$ cat src/rtl/row_drain.sv
// rtl/row_drain.sv - snapshot one systolic row's result bus and stream it out word by word
module row_drain #(
  parameter int N = 8,
  parameter int M = N,
  parameter int S = 8,
  localparam int IW = $clog2(S)
) (
  input  logic              clk,
  input  logic              rst,
  input  logic              cap,
  input  logic [S*M-1:0]    Data_in,
  input  logic              out_ready,
  output logic              out_valid,
  output logic [M-1:0]      out_data,
  output logic [IW-1:0]     out_idx,
  output logic              out_last,
  output logic              busy,
  output logic              done,
  output logic              ovf
);

  localparam logic [0:0] IDLE = 1'b0;
  localparam logic [0:0] SEND = 1'b1;
  localparam logic [IW-1:0] LAST = IW'(S - 1);

  logic [0:0]     state;
  logic [S*M-1:0] shadow;
  logic [M-1:0]   words [S];
  logic [IW-1:0]  nidx;
  logic           final_hs;
  logic           accept;

  // Unpack the snapshot so PE k is words[k] (PE 0 lives in the top slice)
  always_comb begin
    for (int k = 0; k < S; k++) begin
      words[k] = shadow[(S-1-k)*M +: M];
    end
  end

  // Next index and capture acceptance; a cap on the final handshake edge chains captures
  always_comb begin
    nidx     = out_idx + IW'(1);
    final_hs = (state == SEND) && out_valid && out_ready && (out_idx == LAST);
    accept   = cap && ((state == IDLE) || final_hs);
  end

  // Two-state drain FSM with fully registered outputs
  always_ff @(posedge clk or negedge rst) begin
    if (!rst) begin
      state     <= IDLE;
      shadow    <= '0;
      out_valid <= 1'b0;
      out_data  <= '0;
      out_idx   <= '0;
      out_last  <= 1'b0;
      busy      <= 1'b0;
      done      <= 1'b0;
      ovf       <= 1'b0;
    end else begin
      done <= 1'b0;
      ovf  <= 1'b0;
      if ((state == SEND) && out_valid && out_ready) begin
        if (out_idx == LAST) begin
          done      <= 1'b1;
          out_valid <= 1'b0;
          out_last  <= 1'b0;
          busy      <= 1'b0;
          state     <= IDLE;
        end else begin
          out_idx  <= nidx;
          out_data <= words[nidx];
          out_last <= (nidx == LAST);
        end
      end
      // An accepted capture overrides the end-of-stream teardown above
      if (accept) begin
        shadow    <= Data_in;
        out_idx   <= '0;
        out_data  <= Data_in[S*M-1 -: M];
        out_last  <= 1'b0;
        out_valid <= 1'b1;
        busy      <= 1'b1;
        state     <= SEND;
      end else if (cap && (state == SEND)) begin
        ovf <= 1'b1;
      end
    end
  end

endmodule

$ cat config.mk
export PLATFORM = sky130hd
export DESIGN_NAME = row_drain
export DESIGN_NICKNAME = d
export VERILOG_FILES = /design/src/rtl/row_drain.sv
export SDC_FILE = /design/constraint.sdc
export NUM_CORES = 1
export LEC_CHECK = 0
export ABC_AREA = 1
export CAP_MARGIN = 20
export CORE_MARGIN = 1
export CORE_UTILIZATION = 51
export DETAILED_ROUTE_END_ITERATION = 8
export GPL_ROUTABILITY_DRIVEN = 0
export PLACE_DENSITY = 0.79
export SETUP_SLACK_MARGIN = 0.02
export SLEW_MARGIN = 10
export SYNTH_ARGS = -nofsm -noshare
export SYNTH_HDL_FRONTEND = slang
export SYNTH_SLANG_ARGS = --single-unit
$ cat constraint.sdc
create_clock -name clk -period 2.4 [get_ports clk]
set_input_delay 0.36 -clock clk [delete_from_list [all_inputs] [get_ports clk]]
set_output_delay 0.36 -clock clk [all_outputs]
set_load 0.05 [all_outputs]
==> results_dict.tcl, run 1 <==
set metrics [dict create \
    drive_gt1_frac 0.0764 \
    wl_per_cell_um 13.4 \
    synth_mux_area_frac 0 \
    multiInputGateArea_um2 1380 \
    numCtsBuffers 9 \
    track_usage 0.246 \
    ant_nets 0 \
    antenna_found_initial 0 \
    first_pass_iters 5 \
    clock_skew_ns 0.0102 \
    yosys_warnings 0 \
    finalCritPeriodShare 0.821 \
    synthesis.area_um2 3800 \
    grt_pass1_wl_um 14400 \
    synth-edff-count 0 \
    num_rows 31 \
    ys_async_sr_fraction 1.00 \
    clockBufferDepth 2 \
    synth_compound_area_frac 0.132 \
    p_per_area_nw_per_um2 1290 \
    synth_seq_cells 79 \
    tightestPinTransition_ns 0.523 \
    power_leakage_nw 2.35 \
    cts_tree "built" \
    regArea_um2 1980 \
    synth_xor_area_frac 0 \
    max_freq_mhz 508 \
    vias 3254 \
    grt_max_degree 47 \
    relSlewSlack 0.652 \
    slowest_stage "clkdlybuf4s50_1" \
    r2r_end "out_data[4]" \
    core_um2 7210 \
    clk_pin_slew_ns 0.08 \
    yosysSeqAreaShare 0.520 \
    worstPathRequired_ns 2.04 \
    endpoint_kind "output pin" \
    finalNetCount 616 \
    layout_commonest_cell "nand2_1" \
    slew_viol_final 0 \
    hp-start "shadow[6]" \
    ff2ff_setup_slack_ns 0.47 \
    worst_setup_path_start_kind "register" \
    outcome "completed" \
    crit_chain "clkdlybuf4s50_1" \
    cp_max_fo 5 \
    synth_fa_ha_area_frac 0.00987 \
    dieHeight_um 88.3 \
    drc 0 \
    portBuffers 83 \
    fillCellCount 613 \
    crit_type "register to output pin" \
    maxCapViolCount 0 \
    crit_family "buffers and inverters" \
    grt_pass1_vias 3187 \
    overflow 0 \
    slowest_delay_ns 0.83 \
    synthToLayoutAreaGrowth_pct 28.7 \
    antenna_cells 0 \
    r2r_cells 7 \
    synth_cells 468 \
    clock_latency_ns 0.34 \
    rsz0062_at_grt "false" \
    rr_startpoint "out_idx[0]" \
    place_hpwl_um 6080 \
    wl_um 8680 \
    synthFlopType "dfrtp_1" \
    drtIter0Drc 295 \
    syn_area_per_cell_um2 8.12 \
    synth-simple-area-share 0.220 \
    io_pins 84 \
    via_per_inst 5.01 \
    peakVddDrop_mv 0.534 \
    cts_sinks 79 \
    setup-violations-final 0 \
    hold_path.class "register to register" \
    synth_top_family_by_area "simple AND/OR/NAND/NOR gates" \
    hold_viol 0 \
    yosys.cell_types.count 21 \
    worstPathArrival_ns 1.61 \
    path_buf_inv 1 \
    htreeDepth 3 \
    fin_setup_tns_ns 0 \
    total_power_w 0.00630 \
    die_x_um 88.3 \
    min_to "shadow[6]" \
    synth.net_count 539 \
    dieArea_um2 7800 \
    timing.hold.worst_path_depth 2 \
    cts-root-buf "clkbuf_8" \
    fin_crit_ns 1.97 \
    initial_utilization 0.527 \
    final_cell_mix "nand2_1, clkdlybuf4s50_1, dfrtp_1" \
]
state kept, by name (all words and copies together) (netlist names):
| name | cells |
|---|---|
| shadow | 64 |
| out_data | 8 |
| out_idx | 3 |
| done | 1 |
| out_last | 1 |
| ovf | 1 |
| state | 1 |
worst max-delay path by stage:
stage                     depth (start not counted)     endpoint       start  slack, ns
final                                             1         busy       state       0.43
after global routing                              7  out_data[1]  out_idx[0]       0.31
after CTS                                         1         busy       state       0.41
after detailed placement                          5   shadow[27]         cap       0.51
after global placement                            7  out_data[4]  out_idx[0]       0.54
after floorplan                                  10  out_data[1]  out_idx[0]       0.22
cells by family (layout without fill, tap and decap cells):
| logic type | count (synthesis) | in the layout |
|---|---|---|
| compound gates | 85 | 85 |
| fa+ha+maj | 3 | 3 |
| buf+inv | 97 | 179 |
| flops | 79 | 79 |
| simple gates | 204 | 204 |
cell usage after synthesis (3+ instances only):
cell type / count / area share
o21ai_2: 10 / 0.023
inv_2: 3 / 0.0030
nand2_1: 153 / 0.15
o21ai_0: 40 / 0.053
o211ai_1: 6 / 0.012
ha_1: 3 / 0.0099
buf_2: 8 / 0.011
dfrtp_1: 79 / 0.52
o21ai_1: 15 / 0.020
inv_1: 67 / 0.066
nor2_1: 8 / 0.0079
buf_6: 9 / 0.027
clkbuf_1: 8 / 0.0079
nand3_1: 41 / 0.054
a21oi_1: 11 / 0.014
layout make-up:
type / count / share of cell area
clock inverters: 6 / 0.0174
flip-flops and latches: 79 / 0.404
well taps: 99 / 0.0253
multi-input cells: 292 / 0.281
inverters: 70 / 0.0537
clock buffers: 10 / 0.0261
repair buffers: 93 / 0.192
per-layer routing:
metal | track usage | wire length, um | part of all wire
met1 | 0.335 | 3950 | 0.46
met2 | 0.392 | 4170 | 0.48
met3 | 0.0401 | 419 | 0.048
met4 | 0.106 | 134 | 0.015
met5 | 0 | 0 | 0
power breakdown:
| group | total [W] | internal (W) | switching, W |
|---|---|---|---|
| Combinational | 0.00304 | 0.00111 | 0.00193 |
| Sequential | 0.00221 | 0.00196 | 0.000250 |
| Clock | 0.00105 | 0.000582 | 0.000470 |
| Total | 0.00630 | 0.00365 | 0.00265 |
repair_timing:
action | CTS | global route
buffers inserted | 0 | 0
endpoints found under the hold margin | 1 | 0
gates resized for setup | 0 | 0
hold buffers | 1 | 0
endpoints found under the setup margin | 0 | 0
stage by stage:
step / instance area, um^2 / hold WS [ns] / instances / utilization / worst slack (ns)
final: 4890 / 0.476 / 649 / 0.678 / 0.430
after detailed placement: 4670 / 0.369 / 632 / 0.647 / 0.512
after global routing: 4890 / 0.506 / 649 / 0.678 / 0.309
after floorplan: 3800 / 0.0644 / 468 / - / 0.220
after CTS: 4890 / 0.475 / 649 / 0.678 / 0.409
after global placement: 4670 / 0.366 / 632 / 0.647 / 0.540
No activity file was read; power rests on OpenSTA's default activity.
==> run 2, diff against run 1 <==
Settings changed: CORE_UTILIZATION 51 to 46, PLACE_DENSITY 0.79 to 0.75.
Clock period 2.4 ns to 1.7 ns, I/O delays scaled along.
==> results_dict.tcl, run 2 (synthesized netlist as in run 1, its figures left out) <==
set metrics [dict create \
    fin_setup_tns_ns 0 \
    first_pass_iters 5 \
    slowest_stage "dfrtp_2" \
    via_per_inst 4.98 \
    io_pins 84 \
    grt_pass1_wl_um 15300 \
    grt.met3_usage 0.0304 \
    setup-violations-final 0 \
    finalCritPeriodShare 0.959 \
    top_usage_layer "met2" \
    max_freq_mhz 613 \
    finalNetCount 629 \
    postPlaceCellArea_um2 4820 \
    power_frac_seq 0.346 \
    dieArea_um2 8630 \
    drive_gt1_frac 0.149 \
    cp_max_fo 17 \
    intPower_w 0.00516 \
    path_buf_inv 2 \
    crit_family "flip-flops" \
    drc 0 \
    slew_viol_final 0 \
    worst_setup_path_start_kind "register" \
    final_area_um2 5070 \
    cts-root-buf "clkbuf_8" \
    p_per_area_nw_per_um2 1790 \
    cts_tree "built" \
    slowest_delay_ns 0.44 \
    layout_setup_ws_ns 0.0692 \
    wl_um 9030 \
    clockBufferDepth 2 \
    portBuffers 83 \
    power.combinational.fraction 0.514 \
    track_usage 0.230 \
    overflow 0 \
    hold_path.class "input port to async pin" \
    worstPathArrival_ns 1.86 \
    rsz0062_at_grt "true" \
    peakVddDrop_mv 0.643 \
    clk_pin_slew_ns 0.08 \
    htreeDepth 3 \
    largest_reg_flops 64 \
    maxCapViolCount 0 \
    num_rows 32 \
    top_register "shadow" \
    place_ws_ns 0.0579 \
    met2_usage 0.360 \
    switching_share 0.430 \
    worstPathRequired_ns 1.93 \
    place_hpwl_um 6420 \
    crit_chain "ha_4, ha_4, a21boi_4, nor2_8, buf_12, buf_12, nand2_1, o21ai_0" \
    clock_latency_ns 0.35 \
    grt_max_degree 42 \
    ant_nets 0 \
    antenna_cells 0 \
    hold_viol 0 \
    antenna_found_initial 0 \
    outcome "completed" \
    endpoint_kind "register" \
    final_cell_mix "nand2_1, dfrtp_1, inv_1, clkdlybuf4s50_1, nand3_1" \
    total_power_w 0.00906 \
    crit_type "register to register" \
    p_clk_frac 0.139 \
    layout_commonest_cell "nand2_1" \
    grt_pass1_vias 3192 \
    cts_sinks 79 \
    fin_crit_ns 1.63 \
    core_um2 7850 \
    drtIter0Drc 187 \
    power_leakage_nw 2.44 \
    tightestPinTransition_ns 0.434 \
    synthToLayoutAreaGrowth_pct 33.3 \
    final_core_util 0.646 \
    largest_registers "shadow: 64 flops, out_data: 8 flops, out_idx: 3 flops" \
    die_x_um 92.9 \
    dieHeight_um 92.9 \
    wl_per_cell_um 13.6 \
    p_switching_w 0.00390 \
    vias 3313 \
    initial_utilization 0.485 \
    grtUsageMet1 0.320 \
    relSlewSlack 0.711 \
    clock_skew_ns 0.00911 \
    numCtsBuffers 9 \
]
## run 2: cell count changes in the layout (fill, tap and decap cells not counted), moves of 6 or more
cell,change
o21ai_1,+8
nand3_2,+6
buf_4,+22
o21ai_0,-8
clkdlybuf4s50_1,-15
nand3_1,-6
## run 2: metrics by stage
step	instances	hold WS (ns)
after global placement	643	0.216
after detailed placement	643	0.221
after global routing	665	0.433
after floorplan	468	-0.0406
final	665	0.386
after CTS	660	0.397
## run 2: repair_timing
action                                  in CTS  in global routing
gates resized for setup                      0                 14
hold buffers                                 1                  0
setup buffers                                0                  5
hold endpoints to repair                    29                  0
endpoints found under the setup margin       0                 36
## run 2: routing by layer
metal	share of wire	routed length [um]	up-vias
met4	0.024	215	0
li1	-	-	1636
met3	0.054	490	18
met1	0.44	4000	1539
met5	0	0	-
met2	0.48	4320	120
## run 2: final timing paths
path | from | end | slack [ns] | depth (start not counted)
worst max-delay path | out_idx[0] | shadow[16] | 0.07 | 8
worst min-delay path | rst | shadow[20] | 0.39 | 2
worst max register to register | out_idx[0] | shadow[16] | 0.07 | 8
worst min register to register | shadow[23] | shadow[23] | 0.48 | 2
max in group asynchronous | rst | shadow[29] | 0.69 | 3
min in group clk | Data_in[55] | shadow[55] | 0.44 | 3
## run 2: area by class of cell
class / instances / area (um^2)
Timing Repair Buffer: 106 / 1070
Sequential cell: 79 / 1980
Tap cell: 102 / 128
Fill cell: 690 / 2780
Inverter: 70 / 270
Multi-Input combinational cell: 292 / 1450
Clock inverter: 5 / 33.8
Clock buffer: 11 / 141
## run 2: power groups by stage
stage | Combinational (W) | Clock (W) | Sequential [W]
after floorplan | 0.00281 | 0 | 0.00358
after global placement | 0.00443 | 0 | 0.00313
after detailed placement | 0.00453 | 0 | 0.00317
after CTS | 0.00456 | 0.00128 | 0.00313
after global routing | 0.00517 | 0.00135 | 0.00322
final | 0.00466 | 0.00126 | 0.00314
==> run 3, diff against run 2 <==
Settings changed: CORE_UTILIZATION 46 to 45, PLACE_DENSITY 0.75 to 0.73.
==> results_dict.tcl, run 3 (synthesized netlist as in run 1, its figures left out) <==
set metrics [dict create \
    core_um2 8220 \
    postPlaceCellArea_um2 4830 \
    synthToLayoutAreaGrowth_pct 37.7 \
    clock_skew_ns 0.00548 \
    r2r_end "shadow[0]" \
    track_usage 0.217 \
    wl_um 9290 \
    cts-root-buf "clkbuf_8" \
    p_clk_frac 0.158 \
    endpoint_kind "register" \
    hold_viol 0 \
    outcome "completed" \
    antenna_found_initial 0 \
    layout_setup_ws_ns 0.0423 \
    htreeDepth 3 \
    crit_family "flip-flops" \
    die_x_um 93.9 \
    cts_sinks 79 \
    peakVddDrop_mv 0.729 \
    cpMostUsedCell "ha_4" \
    worst_setup_path_start_kind "register" \
    place_hpwl_um 6520 \
    ff2ff_setup_slack_ns 0.04 \
    layout_commonest_cell "nand2_1" \
    relSlewSlack 0.722 \
    maxCapViolCount 0 \
    tightestPinTransition_ns 0.417 \
    io_pins 84 \
    drc 0 \
    wl_per_cell_um 13.8 \
    multiInputGateArea_um2 1470 \
    crit_type "register to register" \
    numCtsBuffers 9 \
    largest_registers "shadow: 64 flops, out_data: 8 flops, out_idx: 3 flops" \
    p_switching_w 0.00394 \
    hold_path.class "input port to async pin" \
    clock_latency_ns 0.35 \
    dieArea_um2 8820 \
    overflow 0 \
    cp_max_fo 14 \
    slowest_stage "dfrtp_2" \
    r2r_cells 8 \
    clockBufferDepth 2 \
    max_freq_mhz 603 \
    power_leakage_nw 2.52 \
    grt_max_degree 43 \
    power_frac_seq 0.330 \
    portBuffers 83 \
    fin_crit_ns 1.66 \
    rr_startpoint "out_idx[0]" \
    initial_utilization 0.463 \
    p_per_area_nw_per_um2 1820 \
    path_buf_inv 2 \
    fillCellCount 671 \
    dieHeight_um 93.9 \
    vias 3335 \
    antenna_cells 0 \
    grt_pass1_vias 3185 \
    via_per_inst 4.96 \
    finalNetCount 634 \
    worstPathRequired_ns 1.94 \
    crit_chain "ha_4, ha_4, a21boi_4, nor2_8, buf_12, clkbuf_16, nand2_1, o21ai_0" \
    final_area_um2 5240 \
    clk_pin_slew_ns 0.08 \
    slowest_delay_ns 0.45 \
    finalCritPeriodShare 0.975 \
    cts_tree "built" \
    place_ws_ns 0.0373 \
    intPower_w 0.00561 \
    total_power_w 0.00955 \
    first_pass_iters 6 \
    largest_reg_flops 64 \
    worstPathArrival_ns 1.89 \
    power.combinational.fraction 0.512 \
    num_rows 33 \
    drive_gt1_frac 0.173 \
    final_cell_mix "nand2_1, dfrtp_1, clkdlybuf4s50_1" \
    rsz0062_at_grt "true" \
    ant_nets 0 \
    final_core_util 0.637 \
    grt_pass1_wl_um 14700 \
    slew_viol_final 0 \
    top_register "shadow" \
    switching_share 0.413 \
    regArea_um2 1980 \
    setup-violations-final 0 \
    drtIter0Drc 187 \
]
==> run 3: cell count changes in the layout (fill, tap and decap cells not counted), moves of 2 or more <==
| cell | before | now |
|---|---|---|
| nand2_2 | 2 | 10 |
| nand2_1 | 151 | 143 |
| clkbuf_16 | 0 | 3 |
| bufinv_16 | 0 | 2 |
==> run 3: per-layer routing <==
metal  global-route usage  routed length (um)
met4               0.0821                 225
met1                0.299                4240
met5                    0                   0
met2                0.335                4410
met3               0.0477                 409
==> run 3: how the worst max path moves through the flow <==
stage / to / depth (start not counted) / startpoint / slack [ns]
after floorplan: out_data[2] / 10 / out_idx[0] / 0.0001
after global placement: out_data[7] / 7 / cap / 0.07
after detailed placement: out_data[2] / 6 / out_idx[0] / 0.04
after CTS: out_data[2] / 8 / out_idx[0] / 0.04
after global routing: out_data[3] / 9 / out_idx[0] / -0.03
final: shadow[0] / 8 / out_idx[0] / 0.04
==> run 3: area by class of cell <==
| class | instances | area share |
|---|---|---|
| multi-input combinational | 292 | 0.281 |
| inverter | 70 | 0.0523 |
| timing repair buffer | 111 | 0.223 |
| tap | 105 | 0.0251 |
| sequential | 79 | 0.378 |
| clock inverter | 4 | 0.0134 |
| clock buffer | 11 | 0.0270 |
==> run 3: metrics by stage <==
stage / std cells / setup TNS [ns] / hold WS [ns]
final: 672 / 0 / 0.380
after CTS: 663 / 0 / 0.386
after global placement: 646 / 0 / 0.217
after detailed placement: 646 / 0 / 0.222
after global routing: 672 / -0.0306 / 0.422
after floorplan: 468 / 0 / -0.0406
==> run 3: repair_timing <==
item,CTS,global route
gates cloned,0,3
buffers inserted,1,6
hold buffers,1,0
setup endpoints to repair,1,23
hold endpoints to repair,29,0
gates resized for setup,2,27
pin swaps,0,2
==> run 3: power groups by stage <==
stage          clock network [W]  logic, W  registers (W)
6_report                 0.00151   0.00489        0.00316
5_1_grt                  0.00160   0.00541        0.00323
3_5_place_dp                   0   0.00452        0.00318
4_1_cts                  0.00153   0.00462        0.00315
3_3_place_gp                   0   0.00441        0.00314
2_1_floorplan                  0   0.00281        0.00358
==> RTL edit (flow settings as in run 1) <==
Set the parameter `S` to 16 (it was 8).
--- a/src/rtl/row_drain.sv
+++ b/src/rtl/row_drain.sv
@@ -2,7 +2,7 @@
 module row_drain #(
   parameter int N = 8,
   parameter int M = N,
-  parameter int S = 8,
+  parameter int S = 16,
   localparam int IW = $clog2(S)
 ) (
   input  logic              clk,
Ports: changed (resized Data_in and out_idx); port bits go from 84 to 149. No check against the original RTL was run, so the function may have changed too.
==> RTL edit against run 1 <==
  * Global-route usage increased by 2.6 points
  * Via count increased by 89%
  * Cell count up 86%
  * Setup slack got worse by 0.20 ns
  * Area after synthesis increased by 80%
  * Routed wire length rose by 100%
  * Count of clock-buffer cells in the layout rose by 17
  * Highest routed layer unchanged
  * Sequential cell count rose by 65
  * Critical path depth stayed put
  * Final area rose by 87%
  * Largest cell class unchanged
  * Utilization increased by 3.1 points
  * First-iteration DRC count is 95% higher
  * Synthesized cell count increased by 89%
  * Critical path type unchanged
  * Power rose by 79%
==> RTL edit: results (changes against run 1) <==
VDD IR max - 0.000558 V (+4.5%)
biggest regs - shadow: 128 flops, out_data: 8 flops, out_idx: 4 flops
pre-CTS setup slack - 0.303 ns (-0.209 ns)
Static Leak - 4.37 nW (+86%)
sequential fraction of the synthesis area - 52.6% (+0.60 points)
hold path endpoint - shadow[86]
Post-CTS Setup Bufs - 0 (unchanged)
CP startpoint - out_idx[2]
actual slew at the worst max-slew pin - 0.809 ns (+0.286 ns)
ratio of cells with drive above 1 in the final layout - 6.00% (-1.6 points)
class of the worst hold path - primary input to flip-flop
nets - 1155 (+88%)
r2r startpoint - out_idx[1]
Final HPWL DP - 11900 um (+95%)
DR pass1 iterations - 5 (unchanged)
GRT Util Overall - 27.1% (+2.6 points)
Synth cell types - 25 (+19%)
mean post-synth cell area - 7.73 um^2 (-4.8%)
Worst EP arrival - 1.81 ns (+0.20 ns)
top cells by area, synth - dfrtp_1, nand2_1, o21ai_0
Worst R2R Path Depth - 8 (+1)
hold depth - 3 (+1)
Worst Skew - 0.0106 ns (+0.000383 ns)
Clock transition at path regs - 0.06 ns (-0.02 ns)
worst skew pair latency - 0.43 ns (+0.09 ns)
Hold WS - 0.466 ns (-0.0102 ns)
hold path start - Data_in[86]
status - complete, no violations
syn_nets - 1020 (+89%)
Final WS setup - 0.233 ns (-0.196 ns)
Via density - 5.11 (+1.8%)
commonest cells in the netlist - nand2_1, dfrtp_1, o21ai_0
routed len/inst - 14.6 um (+9.3%)
Clk Tree Root Cell - clkbuf_16
first-pass GRT wire length - 29400 um (+100%)
post-CTS sizing - 0 (unchanged)
number of buffers added on ports - 148 (+78%)
# H-tree levels - 4 (+1)
DRT Wirelength - 17600 um (+100%)
reg2reg end - shadow[42]
First DRT Iteration DRCs - 576 (+95%)
Reg2Reg Setup Slack - 0.39 ns (-0.08 ns)
largest net degree at the start of global routing - 88 (+87%)
peak fanout along the critical path - 6 (+1)
CTS buffer count - 17 (+8)
vias in the first global route - 5993 (+88%)
Max stage delay on crit path - 0.87 ns (+0.04 ns)
[RTL edit: cell types whose count changed after synthesis, moves of 4 or more]
cell | before | now
nand3_1 | 41 | 80
buf_4 | 2 | 8
o21ai_2 | 10 | 1
a21oi_2 | 0 | 4
nand2_1 | 153 | 325
o21ai_0 | 40 | 116
buf_2 | 8 | 14
dfrtp_1 | 79 | 144
o21ai_1 | 15 | 2
clkbuf_1 | 8 | 27
buf_6 | 9 | 2
o211ai_1 | 6 | 14
inv_1 | 67 | 111
[RTL edit: timing repair]
item | CTS | global route
endpoints found under the setup margin | 0 | 0
endpoints found under the hold margin | 66 | 0
hold buffers | 1 | 0
[RTL edit: area by class of cell]
cell class                      count  area [um^2]
Clock buffer                       27          523
Clock inverter                      5         50.0
Fill cell                        1010         3740
Timing Repair Buffer              169         1740
Multi-Input combinational cell    576         2570
Sequential cell                   144         3600
Inverter                          113          429
Tap cell                          172          215
[RTL edit: worst register-to-register path, stage by stage (launching register included)]
cell and delay (ns):
dfrtp_1 0.42, ha_1 0.29, nand3_2 0.14, o21ai_2 0.25, nand2_4 0.10, inv_6 0.25, buf_4 0.29, nand2_1 0.09
o21ai_0 0.08
[RTL edit: per-stage QoR]
stage | cell area [um^2] | util [%] | total power [mW]
finish | 9130 | 70.9 | 11.3
global route | 9130 | 70.9 | 12.2
CTS | 9130 | 70.9 | 11.3
detailed placement | 8550 | 66.4 | 8.73
global placement | 8550 | 66.4 | 8.59
floorplan | 6860 | - | 7.11
[RTL edit: how the worst max path moves through the flow]
stage | end
final | out_idx[2]
after global routing | out_idx[2]
after CTS | out_idx[2]
after detailed placement | shadow[42]
after global placement | shadow[44]
after floorplan | out_data[0]
[RTL edit: kinds of logic after synthesis]
family,after synthesis,share of synthesized area (%)
buffers and inverters,166,10.0
xor gates and xnor gates,4,0.511
DFF,144,52.6
AOI/OAI and AO/OA,150,11.8
adders and majority gates,2,0.365
and+or+nand+nor,420,24.7
[RTL edit: power breakdown]
group	internal (mW)	switching, mW	total, mW	leakage, nW
combinational	1.76	2.96	4.72	2.35
clock	1.58	0.951	2.53	0.287
sequential	3.59	0.449	4.04	1.73
[RTL edit: layer usage]
layer	global-route usage (%)	share of wire (%)
met1	35.0	43
met5	0	0
met2	45.1	49
met4	9.78	1.9
met3	5.52	5.8
